## config.mk

```make
export PLATFORM = sky130hd
export DESIGN_NAME = seq_divider_flat
export DESIGN_NICKNAME = d
export VERILOG_FILES = /design/src/rtl/seq_divider_pkg.sv /design/src/rtl/seq_divider_if.sv /design/src/rtl/seq_divider_div_step.sv /design/src/rtl/seq_divider.sv /design/src/flat_wrapper.sv
export SDC_FILE = /design/constraint.sdc
export NUM_CORES = 1
export LEC_CHECK = 0
export ABC_AREA = 0
export BUFFER_PORTS_ARGS = -buffer_cell sky130_fd_sc_hd__buf_4
export CAP_MARGIN = 25
export CORE_ASPECT_RATIO = 0.8
export CORE_UTILIZATION = 51
export CTS_CLUSTER_DIAMETER = 50
export DETAILED_ROUTE_END_ITERATION = 8
export PLACE_DENSITY = 0.75
export SYNTH_ARGS = -nofsm -noshare
export SYNTH_HDL_FRONTEND = slang
export SYNTH_SLANG_ARGS = --single-unit
export TNS_END_PERCENT = 1
```

## constraint.sdc

```tcl
create_clock -name clk -period 2.07 [get_ports clk]
set_input_delay 0.414 -clock clk [delete_from_list [all_inputs] [get_ports clk]]
set_output_delay 0.414 -clock clk [all_outputs]
set_load 0.005 [all_outputs]
```

## src/rtl/seq_divider_pkg.sv

```systemverilog
// Shared types for the operator block: mode select and divider FSM.
// Existing opr_mode_t encodings stay fixed; DIV is appended.
package seq_divider_pkg;

  localparam int DEF_BITS = 16;

  typedef enum logic [1:0] {
    OPR_ADD,
    OPR_SUB,
    OPR_MUL,
    OPR_DIV
  } opr_mode_t;

  typedef enum logic {
    IDLE,
    RUN
  } div_state_t;

endpackage

```

## src/rtl/seq_divider_if.sv

```systemverilog
// start/busy/done handshake plus packed operand and result lanes.
// SW = {RH, LH}; LED = {remainder, quotient}.
interface seq_divider_if #(
  parameter int BITS = 16
) ();

  logic            start;
  logic [BITS-1:0] SW;
  logic            busy;
  logic            done;
  logic            div0;
  logic [BITS-1:0] LED;

  modport master (
    output start,
    output SW,
    input  busy,
    input  done,
    input  div0,
    input  LED
  );

  modport slave (
    input  start,
    input  SW,
    output busy,
    output done,
    output div0,
    output LED
  );

endinterface

```

## src/rtl/seq_divider_div_step.sv

```systemverilog
// One restoring division step: shift in a dividend bit, trial subtract.
// Compare is H+1 bits wide; the difference always fits in H bits.
module div_step #(
  parameter int H = 8
) (
  input  logic [H-1:0] rem_in,
  input  logic         bit_in,
  input  logic [H-1:0] divisor,
  output logic [H-1:0] rem_out,
  output logic         q_bit
);

  logic [H:0] wide;

  assign wide    = {rem_in, bit_in};
  assign q_bit   = (wide >= {1'b0, divisor});
  assign rem_out = q_bit ? (wide[H-1:0] - divisor)
                         : wide[H-1:0];

endmodule

```

## src/rtl/seq_divider.sv

```systemverilog
// Multi-cycle unsigned restoring divider, H steps per operation.
// Result lanes: LED = {LH % RH, LH / RH}; RH == 0 flags div0.
module seq_divider
  import seq_divider_pkg::*;
#(
  parameter int BITS = DEF_BITS
) (
  input logic        clk,
  input logic        rst,
  seq_divider_if.slave bus
);

  localparam int H  = BITS / 2;
  localparam int CW = (H > 1) ? $clog2(H) : 1;
  localparam logic [CW-1:0] LAST = CW'(H - 1);

  div_state_t      state_q;
  logic [CW-1:0]   count_q;
  logic [H-1:0]    lh_q;
  logic [H-1:0]    rh_q;
  logic [H-1:0]    rem_q;
  logic [H-1:0]    dvd_q;
  logic [H-1:0]    quo_q;
  logic            busy_q;
  logic            done_q;
  logic            div0_q;
  logic [BITS-1:0] led_q;

  logic [H-1:0]    rem_d;
  logic [H-1:0]    quo_d;
  logic            q_bit;

  div_step #(.H(H)) u_step (
    .rem_in  (rem_q),
    .bit_in  (dvd_q[H-1]),
    .divisor (rh_q),
    .rem_out (rem_d),
    .q_bit   (q_bit)
  );

  assign quo_d = {quo_q[H-2:0], q_bit};

  always_ff @(posedge clk) begin
    if (rst) begin
      state_q <= IDLE;
      count_q <= '0;
      lh_q    <= '0;
      rh_q    <= '0;
      rem_q   <= '0;
      dvd_q   <= '0;
      quo_q   <= '0;
      busy_q  <= 1'b0;
      done_q  <= 1'b0;
      div0_q  <= 1'b0;
      led_q   <= '0;
    end else begin
      done_q <= 1'b0;
      unique case (state_q)
        IDLE: begin
          if (bus.start) begin
            lh_q    <= bus.SW[H-1:0];
            rh_q    <= bus.SW[BITS-1:H];
            dvd_q   <= bus.SW[H-1:0];
            rem_q   <= '0;
            quo_q   <= '0;
            count_q <= '0;
            busy_q  <= 1'b1;
            state_q <= RUN;
          end
        end
        RUN: begin
          rem_q   <= rem_d;
          dvd_q   <= {dvd_q[H-2:0], 1'b0};
          quo_q   <= quo_d;
          count_q <= count_q + CW'(1);
          if (count_q == LAST) begin
            busy_q  <= 1'b0;
            done_q  <= 1'b1;
            state_q <= IDLE;
            div0_q  <= (rh_q == '0);
            // divide by zero: all-ones quotient, dividend as remainder
            if (rh_q == '0)
              led_q <= {lh_q, {H{1'b1}}};
            else
              led_q <= {rem_d, quo_d};
          end
        end
        default: state_q <= IDLE;
      endcase
    end
  end

  assign bus.busy = busy_q;
  assign bus.done = done_q;
  assign bus.div0 = div0_q;
  assign bus.LED  = led_q;

endmodule

```

## src/flat_wrapper.sv

```systemverilog
// flat-port wrapper written by rule: the top's interface ports become plain ports
module seq_divider_flat import seq_divider_pkg::*;
#(
  parameter int BITS = DEF_BITS
)
  (clk, rst, bus_start, bus_SW, bus_busy, bus_done, bus_div0, bus_LED);
  seq_divider_if #(.BITS(BITS)) bus_i ();
  input logic clk;
  input logic rst;
  input wire logic [$bits(bus_i.start)-1:0] bus_start;
  input wire logic [$bits(bus_i.SW)-1:0] bus_SW;
  output wire logic [$bits(bus_i.busy)-1:0] bus_busy;
  output wire logic [$bits(bus_i.done)-1:0] bus_done;
  output wire logic [$bits(bus_i.div0)-1:0] bus_div0;
  output wire logic [$bits(bus_i.LED)-1:0] bus_LED;
  assign bus_i.start = bus_start;
  assign bus_i.SW = bus_SW;
  assign bus_busy = bus_i.busy;
  assign bus_done = bus_i.done;
  assign bus_div0 = bus_i.div0;
  assign bus_LED = bus_i.LED;
  seq_divider #(.BITS(BITS)) u_core (.clk(clk), .rst(rst), .bus(bus_i));
endmodule
```

---- After elaboration in Yosys (flattened, before gate mapping) ----
Cells that the tools add are included.
cells by class
  add/sub/neg operators ................... 2
  magnitude comparators ................... 1
  equality and inequality tests ........... 3
  multiplexer cells ....................... 16
  bitwise gates (word level) .............. 1
  reduce and logical (&&, ||, !) cells .... 5
operator list
  kind                   number
  $pmux W8 S2            2
  $mux W8                3
  $mux W16               1
  $pmux W7 S2            1
  $ge A9 B8 Y1           1
  $logic_not A8 Y1       1
  $sub A8 B8 Y8          1
  $pmux W3 S2            1
  $reduce_and A2 Y1      3
  $mux W1                5
  $ne A2 B2 Y1 const B   2
  $pmux W1 S2            2
  $add A3 B1 Y3 const B  1
  $eq A3 B3 Y1 const B   1
  $mux W3                1
  $reduce_or A2 Y1       1
  $not A1 Y1             1
storage, ports and cells
  bits in registers ....................... 62
  output and inout port bits .............. 19
  word-level logic and storage cells ...... 39

---- Logic depth before layout (Yosys ltp) ----
  depth in word-level cells ............... 3
  depth in mapped cells ................... 10

---- Modules after synthesis ----
From an unflattened synthesis, not the netlist that was laid out.
unflattened totals
  cell total of the unflattened synthesis .. 355
  area, all modules ....................... 3026.7 µm²
by module, submodules not included
  module       times used  cells each  area an instance (µm²)  seq. area each (µm²)
  seq_divider  1           287         2486.1                  1241.2
  div_step     1           68          540.5                   0.0

---- Least setup slack after synthesis ----
Ideal clock, no wire load.
  path kind ............................... flip-flop to flip-flop
  from .................................... register u_core.dvd_q[7]
  to ...................................... register u_core.led_q[14] (netlist: u_core.bus.LED[14])
  library setup time ...................... 0.112 ns
  data arrival time ....................... 1.960 ns
  data required time ...................... 1.958 ns
  slack ................................... -0.002 ns
  stages on the path, launching flop included .. 11
  period minus slack after synthesis ...... 2.072 ns
  path through ............................ dfxtp_1 inv_1 ha_1 inv_1 fa_1 a211oi_1 o21ai_1 a21oi_1 xnor2_1 mux2i_1 a2111oi_1
on the way
  cells in the longest elaborated chain, start to end .. 3
RTL lines
  what                                                  RTL line                                                source
  start: declaration                                    seq_divider.sv:22                                       logic [H-1:0] dvd_q;
  start signal: assignment                              seq_divider.sv:63                                       dvd_q <= bus.SW[H-1:0];
  start signal: assignment                              seq_divider.sv:73                                       dvd_q <= {dvd_q[H-2:0], 1'b0};
  $sub A8 B8 Y8 / $ge A9 B8 Y1 (equally long branches)  seq_divider_div_step.sv:17, seq_divider_div_step.sv:16
  $mux W8 *                                             seq_divider_div_step.sv:17                              assign rem_out = q_bit ? (wide[H-1:0] - divisor)
  $mux W16 *                                            seq_divider.sv:82                                       if (rh_q == '0)
  end signal: assignment                                seq_divider.sv:83                                       led_q <= {lh_q, {H{1'b1}}};
  end signal: assignment                                seq_divider.sv:85                                       led_q <= {rem_d, quo_d};
  end: declaration                                      seq_divider.sv:27                                       logic [BITS-1:0] led_q;
Mark *: on every way between the ends. The rest lies on a longest branch, timed or not.
A chain may end at the register's enable or synchronous reset.

---- Worst setup path after layout ----
  from .................................... register u_core.dvd_q[7]
  to ...................................... register u_core.rem_q[6]
on the way
  cells in the longest elaborated chain, start to end .. 3
RTL lines
  what                                                  RTL line                                                source
  $sub A8 B8 Y8 / $ge A9 B8 Y1 (equally long branches)  seq_divider_div_step.sv:17, seq_divider_div_step.sv:16
  $mux W8 *                                             seq_divider_div_step.sv:17
  $pmux W8 S2 *                                         seq_divider.sv:58                                       unique case (state_q)
  end signal: assignment                                seq_divider.sv:72                                       rem_q <= rem_d;
  end: declaration                                      seq_divider.sv:21                                       logic [H-1:0] rem_q;
Marked as above.

==> run metrics <==
status=finished with violations; failing checks=negative setup slack; Max VDD drop=around 0.51 mV; 1st-iter DRT viols=roughly 180; die width=between 80 and 90 um; DP Area=3368 um^2; first-pass GRT wire length=11.58 mm; synth cell count leaders=dfxtp_1, nand2_1, a21oi_1, nor2_1, clkbuf_1; actual slew at the worst max-slew pin=0.5723 ns; FP Rows=23; #FFs+latches synth=between 60 and 70; Yosys top cell area share=between 40% and 50%; ANT cells=0; Design Power=around 3.2 mW; cells along the critical path=inv_2 -> ha_4 -> inv_2 -> fa_2 -> a211oi_2 -> o21ai_1 -> a21oi_1 -> xnor2_1 -> mux2i_4 -> buf_6 -> a211oi_2; port buffer count=37; largest net degree at the start of global routing=between 50 and 60; Final setup viols=3; crit path capture type=flop; Final WS setup=-0.07890 ns; synth unique cells=40; Worst setup SP type=flop; drt wl/cell=14.96 um; Final period util=103.8%; Bufs and invs on worst path=3; dominant synthesized flop cell=dfxtp_1; I/O pin count=38; TritonCTS buffer count=9; Root Buffer=clkbuf_8; clock tree sinks=62; Post-synth EDFFs=0; Pleak=~1.5 nW; crit path time final=roughly 2.1 ns; GRT overflow=0; post-synthesis sequential area ratio=about 44%; top cells by area, synth=dfxtp_1, a21oi_1, nand2_1; nets=approximately 430; layout cell share with drive strength beyond 1=around 29%; GRT Total Usage=26.32%; Clock Latency Late Sink=0.34 ns; DRT antenna net count=0; largest area contributor in the netlist=dfxtp_1; Syn-to-layout area delta=31.42%; Setup TNS=-0.1787 ns; slowest cell delay on critical path=0.34 ns; Final Hold Fails=0; RSZ-0062 raised after global routing=true; cell family with most CP delay=compound AO/OA/AOI/OAI gates; DR DRC count=0; CTS tree=yes; fmax=roughly 0.47 GHz; CP Data Arrival Time=2.41 ns; clock slew at reported path FFs=0.07 ns; crit path max fanout=2; Placeable Area=~5200 um^2; H-Tree Depth=3; critical path class=reg2reg; most frequent cell after synthesis=dfxtp_1; Pre-Repair DR Iteration Count=4; CP max-delay cell=fa_2; ys async rst share=0%; Synth Warn #=0; dpl ws=-0.1256 ns; Slew Viols, Final=0; worst min path class=in2reg; Post-DP HPWL=about 4.8 mm; initial antenna violation count=0; Mapped Avg Cell Area=approximately 8.5 um^2; RePlAce Congestion=roughly 0.85; DRT Wirelength=~7 mm; cts hold-fix bufs=0; Mapped Cells=roughly 330; post-route cell area=about 3700 um^2; vias in the first global route=roughly 2.4k; Syn Nets=about 360; CP required=2.33 ns; Vias/cell=~5.5; synthesized area=between 2000 and 3000 um^2; die area=5848 um^2; clk_skew=roughly 0.0080 ns; power per standard cell area=around 870 nW/um^2; max_cap viols=0; Die Y=68.60 um; Max Buffers Root-to-Sink=2; total number of vias=between 2k and 3k; Initial Utilization=54.59%; max_slew headroom=just over 60%
path summary, 6_finish.rpt:
kind | startpoint | endpoint | slack (ns) | cells past startpoint
min | bus_SW[10] | u_core.rh_q[2] | 0.31 | 3
max | u_core.dvd_q[7] | u_core.rem_q[6] | -0.08 | 11
min reg2reg | u_core.bus.div0 | u_core.bus.div0 | 0.47 | 2
max reg2reg | u_core.dvd_q[7] | u_core.rem_q[6] | -0.08 | 11
sequential cells by signal (all words and copies together), names as in the netlist:
| name | cells |
|---|---|
| u_core.bus.LED | 16 |
| u_core.dvd_q | 8 |
| u_core.lh_q | 8 |
| u_core.rem_q | 8 |
| u_core.rh_q | 8 |
| u_core.quo_q | 7 |
| u_core.count_q | 3 |
| u_core.bus.busy | 1 |
| u_core.bus.div0 | 1 |
| u_core.bus.done | 1 |
| u_core.state_q | 1 |
cells in the final DEF (no fill, tap or decap), drive strengths merged, types with 5 or more instances in the layout:
| master | netlist | final |
|---|---|---|
| o21ai | 13 | 13 |
| ha | 10 | 10 |
| nor3 | 10 | 10 |
| a21oi | 46 | 46 |
| o221a | 7 | 7 |
| nor3b | 9 | 9 |
| buf | 4 | 79 |
| dfxtp | 62 | 62 |
| clkbuf | 18 | 11 |
| nand2 | 51 | 51 |
| nor2 | 37 | 37 |
| inv | 13 | 13 |
| a211oi | 5 | 5 |
| mux2i | 16 | 16 |
cell families after synthesis:
kind of cell             after synthesis  synth area share (%)
AO/OA/AOI/OAI                         84                 19.78
flip-flops                            62                 43.89
XOR/XNOR                               5                 1.549
adder cells (fa/ha/maj)               11                 5.133
multiplexers                          17                 6.062
buffers and inverters                 35                 4.911
AND/OR/NAND/NOR                      120                 18.67
where the power goes:
group,switching [mW],internal (mW)
logic,0.429,0.436
clock network,0.480,0.589
registers,0.0396,1.24
cell type report:
type                       count  area [um^2]
inverter                      13        48.80
tap                           62        77.57
timing repair buffer          79        600.6
sequential                    62         1245
clock buffer                  11        141.4
fill                         399         1464
clock inverter                 5        58.81
multi-input combinational    237         1544
layer usage:
layer / share of wire (%) / track usage, % / vias up
met5: 0 / 0 / -
met4: 1.3 / 12.71 / 0
met3: 5.3 / 5.714 / 12
met2: 46 / 42.64 / 69
met1: 48 / 34.07 / 1176
li1: - / - / 1301
worst reg2reg max path: stages (launching register included):
cell and delay (ns):
dfxtp_2 0.32, inv_2 0.07, ha_4 0.13, inv_2 0.03, fa_2 0.34, a211oi_2 0.25, o21ai_1 0.09, a21oi_1 0.18
xnor2_1 0.21, mux2i_4 0.14, buf_6 0.14, a211oi_2 0.17
timing repair:
| action | CTS | global route |
|---|---|---|
| pin swaps | 8 | 7 |
| setup buffers | 4 | 2 |
| gates resized for setup | 13 | 9 |
| setup endpoints to repair | 13 | 16 |
through the flow:
stage          instances  utilization [%]  hold slack, ns
2_1_floorplan        334                -          0.4319
3_5_place_dp         447            65.02          0.4591
5_1_grt              469            71.74          0.3080
4_1_cts              467            70.41          0.2973
3_3_place_gp         447            65.02          0.4480
6_report             469            71.74          0.3143
Note: power is estimated with default switching activity, not from simulation.
